--- src/rtl/alu_seq_pkg.sv ---
// alu_seq_pkg: shared opcodes, FSM state encoding and default widths for the ALU sequencer
package alu_seq_pkg;
   localparam int DEF_SIZE = 16;
   localparam int DEF_SHW  = 4;
   localparam logic [3:0] OP_NOP   = 4'd0;
   localparam logic [3:0] OP_ADD   = 4'd1;
   localparam logic [3:0] OP_DRTAC = 4'd2;
   localparam logic [3:0] OP_SUB   = 4'd3;
   localparam logic [3:0] OP_OR    = 4'd4;
   localparam logic [3:0] OP_AND   = 4'd5;
   localparam logic [3:0] OP_XOR   = 4'd6;
   localparam logic [3:0] OP_COM   = 4'd7;
   localparam logic [3:0] OP_SHL   = 4'd8;
   localparam logic [3:0] OP_SHR   = 4'd9;
   localparam logic [3:0] OP_CLR   = 4'd10;
   typedef enum logic [1:0] {ST_IDLE, ST_EXEC, ST_DONE} state_t;
endpackage

--- src/rtl/alu_ctrl_decode.sv ---
// alu_ctrl_decode: opcode plus execute enable to one-hot ALU control lines and illegal flag
module alu_ctrl_decode
   import alu_seq_pkg::*;
(
   input  logic       i_en,
   input  logic [3:0] i_op,
   output logic [8:0] o_ctrl,
   output logic       o_illegal
);
   // Bit n-1 drives the control line of opcode n; NOP, CLR and illegal codes drive nothing
   assign o_ctrl    = (i_en && i_op >= OP_ADD && i_op <= OP_SHR) ? 9'(1) << (i_op - OP_ADD) : '0;
   assign o_illegal = i_op > OP_CLR;
endmodule

--- src/rtl/alu_op_sequencer.sv ---
// alu_op_sequencer: accepts one ALU operation at a time, sequences the ALU and owns AC and its flags
module alu_op_sequencer
   import alu_seq_pkg::*;
#(
   parameter int SIZE = DEF_SIZE,
   parameter int SHW  = DEF_SHW
) (
   input  logic            clk,
   input  logic            rst_n,
   input  logic            req_valid,
   output logic            req_ready,
   input  logic [3:0]      req_op,
   input  logic [SIZE-1:0] req_dr,
   input  logic [SHW-1:0]  req_shamt,
   output logic [SIZE-1:0] alu_dr,
   output logic [SIZE-1:0] alu_ac,
   output logic            alu_add,
   output logic            alu_drtac,
   output logic            alu_sub,
   output logic            alu_or,
   output logic            alu_and,
   output logic            alu_xor,
   output logic            alu_com,
   output logic            alu_shl,
   output logic            alu_shr,
   input  logic [SIZE-1:0] alu_out,
   output logic [SIZE-1:0] ac,
   output logic            z_flag,
   output logic            n_flag,
   output logic            done,
   output logic            err,
   output logic            busy
);
   state_t          r_state, w_next;
   logic [3:0]      r_op;
   logic [SHW-1:0]  r_cnt;
   logic [SIZE-1:0] r_dr, r_ac, w_ac_nxt;
   logic            r_z, r_n, w_shift, w_exec, w_ac_we, w_illegal;
   logic [8:0]      w_ctrl;

   assign w_shift = r_op == OP_SHL || r_op == OP_SHR;
   assign w_exec  = r_state == ST_EXEC;

   // A shift with a zero count spends its single EXEC cycle with every control line low
   alu_ctrl_decode u_dec (
      .i_en      (w_exec && !(w_shift && r_cnt == '0)),
      .i_op      (r_op),
      .o_ctrl    (w_ctrl),
      .o_illegal (w_illegal)
   );

   assign {alu_shr, alu_shl, alu_com, alu_xor, alu_and, alu_or, alu_sub, alu_drtac, alu_add} = w_ctrl;
   assign alu_dr    = r_dr;
   assign alu_ac    = r_ac;
   assign ac        = r_ac;
   assign z_flag    = r_z;
   assign n_flag    = r_n;
   assign req_ready = r_state == ST_IDLE;
   assign busy      = r_state != ST_IDLE;
   assign done      = r_state == ST_DONE;
   assign err       = done && w_illegal;

   // Next state and AC write: AC only ever captures the ALU while a control line is asserted, or clears on CLR
   always_comb begin
      w_next   = r_state;
      w_ac_we  = 1'b0;
      w_ac_nxt = alu_out;
      case (r_state)
         ST_IDLE: w_next = req_valid ? ST_EXEC : ST_IDLE;
         ST_EXEC: begin
            w_next   = (w_shift && r_cnt > SHW'(1)) ? ST_EXEC : ST_DONE;
            w_ac_we  = |w_ctrl || r_op == OP_CLR;
            w_ac_nxt = r_op == OP_CLR ? '0 : alu_out;
         end
         default: w_next = ST_IDLE;
      endcase
   end

   // State register
   always_ff @(posedge clk or negedge rst_n) begin
      if (!rst_n) r_state <= ST_IDLE;
      else        r_state <= w_next;
   end

   // Request latch, shift counter, accumulator and flags
   always_ff @(posedge clk or negedge rst_n) begin
      if (!rst_n) begin
         r_op  <= OP_NOP;
         r_dr  <= '0;
         r_cnt <= '0;
         r_ac  <= '0;
         r_z   <= 1'b1;
         r_n   <= 1'b0;
      end else begin
         if (req_ready && req_valid) begin
            r_op  <= req_op;
            r_dr  <= req_dr;
            r_cnt <= req_shamt;
         end
         if (w_exec && w_shift && r_cnt != '0) r_cnt <= r_cnt - SHW'(1);
         if (w_ac_we) begin
            r_ac <= w_ac_nxt;
            r_z  <= w_ac_nxt == '0;
            r_n  <= w_ac_nxt[SIZE-1];
         end
      end
   end
endmodule
--- config.mk ---
export PLATFORM = sky130hd
export DESIGN_NAME = alu_op_sequencer
export DESIGN_NICKNAME = d
export VERILOG_FILES = /design/src/rtl/alu_seq_pkg.sv /design/src/rtl/alu_ctrl_decode.sv /design/src/rtl/alu_op_sequencer.sv
export SDC_FILE = /design/constraint.sdc
export NUM_CORES = 1
export LEC_CHECK = 0
export BUFFER_PORTS_ARGS = -buffer_cell sky130_fd_sc_hd__buf_2
export CAP_MARGIN = 10
export CORE_MARGIN = 2
export CORE_UTILIZATION = 45
export DETAILED_ROUTE_END_ITERATION = 7
export PLACE_DENSITY = 0.86
export SLEW_MARGIN = 20
export SYNTH_ARGS = -nofsm -noshare
export SYNTH_HDL_FRONTEND = slang
export SYNTH_HIERARCHICAL = 1
export SYNTH_SLANG_ARGS = --single-unit
--- constraint.sdc ---
create_clock -name clk -period 3 [get_ports clk]
set_input_delay 0.15 -clock clk [delete_from_list [all_inputs] [get_ports clk]]
set_output_delay 0.15 -clock clk [all_outputs]
set_load 0.005 [all_outputs]
Yosys cells after proc, flatten, opt, wreduce, memory -nomap -nowiden
Index checks and enable logic that the tools add are counted.
- bits in registers: 44
- input port bits: 43
- output and inout port bits: 63
- logic and storage cells: 47
- add/sub/neg operators: 2
- order comparisons: 4
- equal/unequal tests: 5
- shift operators: 1
- mux-type cells: 9
- reductions and logical operators: 19
- operator list (cell ; count):
    two-way mux 16 bit ; 2
    zero test 16 bit ; 1
    == test 4 bit, second input constant ; 3
    logical AND 1 bit ; 9
    two-way mux 9 bit ; 1
    OR reduction 9 bit ; 1
    << shifter 1 x 4 -> 9 bit, first input constant ; 1
    two-way mux 4 bit ; 2
    subtractor 4 x 1 -> 4 bit, second input constant ; 2
    greater-or-equal comparator 4 x 1 -> 1 bit, second input constant ; 1
    > comparator 4 x 1 -> 1 bit, second input constant ; 1
    > comparator 4 bit, second input constant ; 1
    less-or-equal comparator 4 bit, second input constant ; 1
    zero test 4 bit ; 1
    case mux 2 bit (2 select lines) ; 1
    nonzero test 2 bit ; 2
    nonzero test 4 bit ; 1
    == test 2 x 1 -> 1 bit, second input constant ; 1
    == test 2 bit, second input constant ; 1
    zero test 2 bit ; 1
    logical OR 1 bit ; 2
    two-way mux 1 bit ; 2
    two-way mux 2 bit ; 1
    zero test 1 bit ; 1

Logic depth before layout (Yosys ltp)
- depth after elaboration: 11
- gate-level depth with buffers: 12
- gate-level depth less buffers: 10

By module
The synthesis kept the hierarchy.
- by module, submodules not included (module ; instances ; cells an instance ; area an instance (um^2) ; sequential area each (um^2)):
    alu_op_sequencer ; 1 ; 195 ; 2013.2 ; 1077.3
    alu_ctrl_decode ; 1 ; 26 ; 162.7 ; 0.0

Least setup slack after synthesis
Ideal clock, no wire load.
- kind: register to register
- from: register r_cnt[0]
- to: register r_ac[6] (netlist: ac[6])
- arrival time: 2530 ps
- required time: 2880 ps
- slack: 350 ps
- stages on the path, launching flop included: 12
- period minus slack after synthesis: 2650 ps
- cell sequence: dfrtp_1 -> inv_1 -> ha_1 -> nor3b_1 -> a21oi_1 -> nand3b_1 -> nor2_1 -> or4_4 -> nor4_4 -> nor3_2 -> buf_6 -> a22o_4
- word-level cells in the longest chain between the ends: 10
- RTL lines (what ; RTL line ; text):
    start, declared ; alu_op_sequencer.sv:36 ; logic [SHW-1:0] r_cnt;
    start signal, assigned ; alu_op_sequencer.sv:98 ; r_cnt <= req_shamt;
    start signal, assigned ; alu_op_sequencer.sv:100 ; if (w_exec && w_shift && r_cnt != '0) r_cnt <= r_cnt - SHW'(1);
    zero test 4 bit ; alu_op_sequencer.sv:46 ; .i_en (w_exec && !(w_shift && r_cnt == '0)),
    logical AND 1 bit ; alu_op_sequencer.sv:46 ;
    zero test 1 bit ; alu_op_sequencer.sv:46 ;
    logical AND 1 bit ; alu_op_sequencer.sv:46 ;
    logical AND 1 bit (2 in series) ; alu_ctrl_decode.sv:11 ; assign o_ctrl = (i_en && i_op >= OP_ADD && i_op <= OP_SHR) ? 9'(1) << (i_op - OP_ADD) : '0;
    two-way mux 9 bit ; alu_ctrl_decode.sv:11 ;
    net alu_sub ; alu_op_sequencer.sv:19 ; output logic alu_sub,
    OR reduction 9 bit ; alu_op_sequencer.sv:72 ; w_ac_we = |w_ctrl || r_op == OP_CLR;
    logical OR 1 bit ; alu_op_sequencer.sv:72 ;
    two-way mux 1 bit ; alu_op_sequencer.sv:68 ; case (r_state)
    end signal, assigned ; alu_op_sequencer.sv:102 ; r_ac <= w_ac_nxt;
    end, declared ; alu_op_sequencer.sv:37 ; logic [SIZE-1:0] r_dr, r_ac, w_ac_nxt;
The timed path passes the listed nets, and every way through them passes these cells.
A chain may end at the register's enable or synchronous reset.

Final worst setup path
- from: register r_cnt[0]
- to: register r_ac[8] (netlist: ac[8])
- word-level cells in the longest chain between the ends: 10
- RTL lines (what ; RTL line):
    zero test 4 bit ; alu_op_sequencer.sv:46
    logical AND 1 bit ; alu_op_sequencer.sv:46
    zero test 1 bit ; alu_op_sequencer.sv:46
    logical AND 1 bit ; alu_op_sequencer.sv:46
    logical AND 1 bit (2 in series) ; alu_ctrl_decode.sv:11
    two-way mux 9 bit ; alu_ctrl_decode.sv:11
    OR reduction 9 bit ; alu_op_sequencer.sv:72
    logical OR 1 bit ; alu_op_sequencer.sv:72
    two-way mux 1 bit ; alu_op_sequencer.sv:68
Every way passes these cells.

==> metrics.txt <==
Critical Path Source Type=register; Cells after Synth=221; Yosys cell types=44; first-pass GRT wire length=7.98 mm; antenna violations before repair=0; Final Non-Filler Cells=367; Area growth, synth to finish=26.0%; period utilization=91.6%; HPWL Detailed=3.68 mm; vias post-DR=1,886; hold_buf cts=0; DR DRC count=0; Req. time, crit path=3.22 ns; TritonCTS Buffers=5; kind of critical path=register to register; YS warnings=6; post-synthesis instance area=2180 um2; top layer reached by signal wires=met4; Post-synth EDFFs=0; DR pass1 iterations=4; CP Capture Type=register; Placer Congestion=0.845; Routed WL=4.95 mm; Layout Nets=360; Hold Worst Slack=-0.00637 ns; die width=73.5 um; Initial DRC Count=91; adder-cell share of the synthesized area=2.88%; most common cell after layout, fill and taps aside=buf_2; run status=complete, but fails checks; vias in the first global route=1,792; site row count=25; fmax=364 MHz; Fin Setup TNS=0 ns; Syn Area/Cell=9.85 um2; VDD IR max=473 uV; CTS Buffer Depth=2; die height=73.5 um; ys async rst share=100%; Initial Util=46.4%; Final Setup Violations=0; sequential area share after synthesis=49.5%; DIE AREA=5410 um2; number of port buffers=105; simple-gate share of the synthesized area=25.6%; Reg clk slew, reported paths=0.09 ns; dpl cells=359; Routed Antenna Nets=0; GRT overflow=0; Clock Latency Late Sink=0.29 ns; share of layout cells above drive strength 1=41.2%; Worst Max-Slew Pin Slew=0.940 ns; leak pwr=1.55 nW; xor/xnor share of the synthesized area=0%; total I/O pin count=106; violated checks=negative hold slack; met2 wire length=2.73 mm; post-CTS setup buffers=0; CTS tree=done; largest net degree at the start of global routing=44; PD cells=991 nW/um2; CP arrival=2.97 ns; Compound-Gate Fraction of Synth Area=10.8%; post-synthesis mux area share=1.61%; core area=4690 um2; Yosys reg bits=43; Clk Tree Root Cell=clkbuf_8; Synth Flop Type=dfrtp_1; CTS H-tree depth=2; RSZ-0062 raised after global routing=no; CTS sink count=43; M1 WL=1.99 mm; met3 wire len=200 um; Min-Delay Path Class=input port to async pin; largest family of logic cells by synthesized area=simple AND/OR/NAND/NOR gates; Max-cap violations=0; Routed WL per cell=13.5 um; all-layer global routing usage=19.0%; Vias/cell=5.14; most frequent cells in the layout=105 x buf_2, 62 x nand2_1, 42 x dfrtp_1; clk_skew=0.0116 ns; Slew Viols, Final=0; ant diodes=0; crit path time final=2.75 ns; worst-path maximum fanout=17; relative slew slack=37.3%; Final Hold Vio Count=8; Syn Nets=269
==> worst max-delay path, cell delays in order (launching register included) <==
cell and delay, ns:
dfrtp_1 0.44, inv_1 0.10, ha_1 0.13, nor3b_1 0.24
a21oi_1 0.13, nand3b_1 0.18, nor2_1 0.09, or4_4 0.54
nor4_4 0.29, a21o_1 0.16, buf_4 0.21, a22o_1 0.16
==> report_power, final <==
group | switching [mW] | internal [mW]
Clock | 0.190 | 0.269
Combinational | 0.618 | 0.615
Sequential | 0.184 | 0.840
Total | 0.992 | 1.72
==> synthesized netlist by cell type, types with 2 or more instances <==
| cell type | n | area (um2) |
|---|---|---|
| dfrtp_1 | 42 | 1050 |
| a221o_1 | 2 | 20.0 |
| nor2b_1 | 3 | 18.8 |
| nand2_1 | 62 | 233 |
| nor3b_1 | 3 | 22.5 |
| nand3_1 | 2 | 10.0 |
| mux2i_1 | 2 | 20.0 |
| a21oi_1 | 3 | 15.0 |
| buf_4 | 17 | 128 |
| nor4_1 | 4 | 25.0 |
| and2_1 | 2 | 12.5 |
| ha_1 | 5 | 62.6 |
| inv_1 | 6 | 22.5 |
| nor2_1 | 12 | 45.0 |
| clkbuf_1 | 6 | 22.5 |
| nand2b_1 | 2 | 12.5 |
| nand3b_1 | 3 | 22.5 |
| or3b_1 | 2 | 17.5 |
| a22o_1 | 15 | 131 |
| buf_6 | 2 | 22.5 |
| nor3_1 | 3 | 15.0 |
==> timing repair <==
item,in CTS,in global routing
endpoints found under the hold margin,0,0
resized for setup,0,1
endpoints found under the setup margin,0,17
==> flip-flops by register name, indices dropped and copies added, names as in the netlist <==
name	flops
ac	16
alu_dr	16
r_cnt	4
r_op	4
r_state	2
z_flag	1
==> area by class of cell <==
type / count / area (um2)
clock buffers: 6 / 82.6
clock inverters: 2 / 35.0
fillers: 413 / 1950
inverters: 6 / 22.5
multi-input cells: 146 / 895
flip-flops and latches: 43 / 1080
well taps: 54 / 67.6
repair buffers: 110 / 563
==> kinds of logic after synthesis <==
group	Yosys count
buffers and inverters	32
adders and majority gates	5
muxes	3
AOI/OAI and AO/OA	28
DFF	43
and+or+nand+nor	110
==> final timing paths <==
kind | startpoint | endpoint | slack [ns] | cells after the start
max | r_cnt[0]$_DFFE_PN0P_ | ac[8]$_DFFE_PN0P_ | 0.25 | 11
min | rst_n | ac[5]$_DFFE_PN0P_ | -0.006 | 1
max reg2reg | r_cnt[0]$_DFFE_PN0P_ | ac[8]$_DFFE_PN0P_ | 0.25 | 11
min reg2reg | alu_dr[4]$_DFFE_PN0P_ | alu_dr[4]$_DFFE_PN0P_ | 0.47 | 2
max in group asynchronous | rst_n | ac[8]$_DFFE_PN0P_ | 2.41 | 1
min in group clk | req_op[3] | r_op[3]$_DFFE_PN0P_ | 0.04 | 3
==> per-stage QoR <==
stage	util, %	total power, mW	instance area [um2]	hold WS [ns]	setup slack, ns
6_report	58.5	2.72	2740	-0.00637	0.253
5_1_grt	58.5	2.96	2740	0.0407	0.0777
2_1_floorplan	-	1.87	2180	-0.146	0.350
3_3_place_gp	55.8	2.21	2620	0.337	0.179
3_5_place_dp	55.8	2.27	2620	0.344	0.0800
4_1_cts	58.3	2.73	2740	0.0294	0.0489
==> routing by layer <==
| metal | vias up | track usage, % |
|---|---|---|
| li1 | 914 | - |
| met1 | 919 | 21.7 |
| met2 | 51 | 34.7 |
| met3 | 2 | 4.80 |
| met4 | 0 | 5.45 |
| met5 | - | 0 |
(Power assumes the default switching activity.)
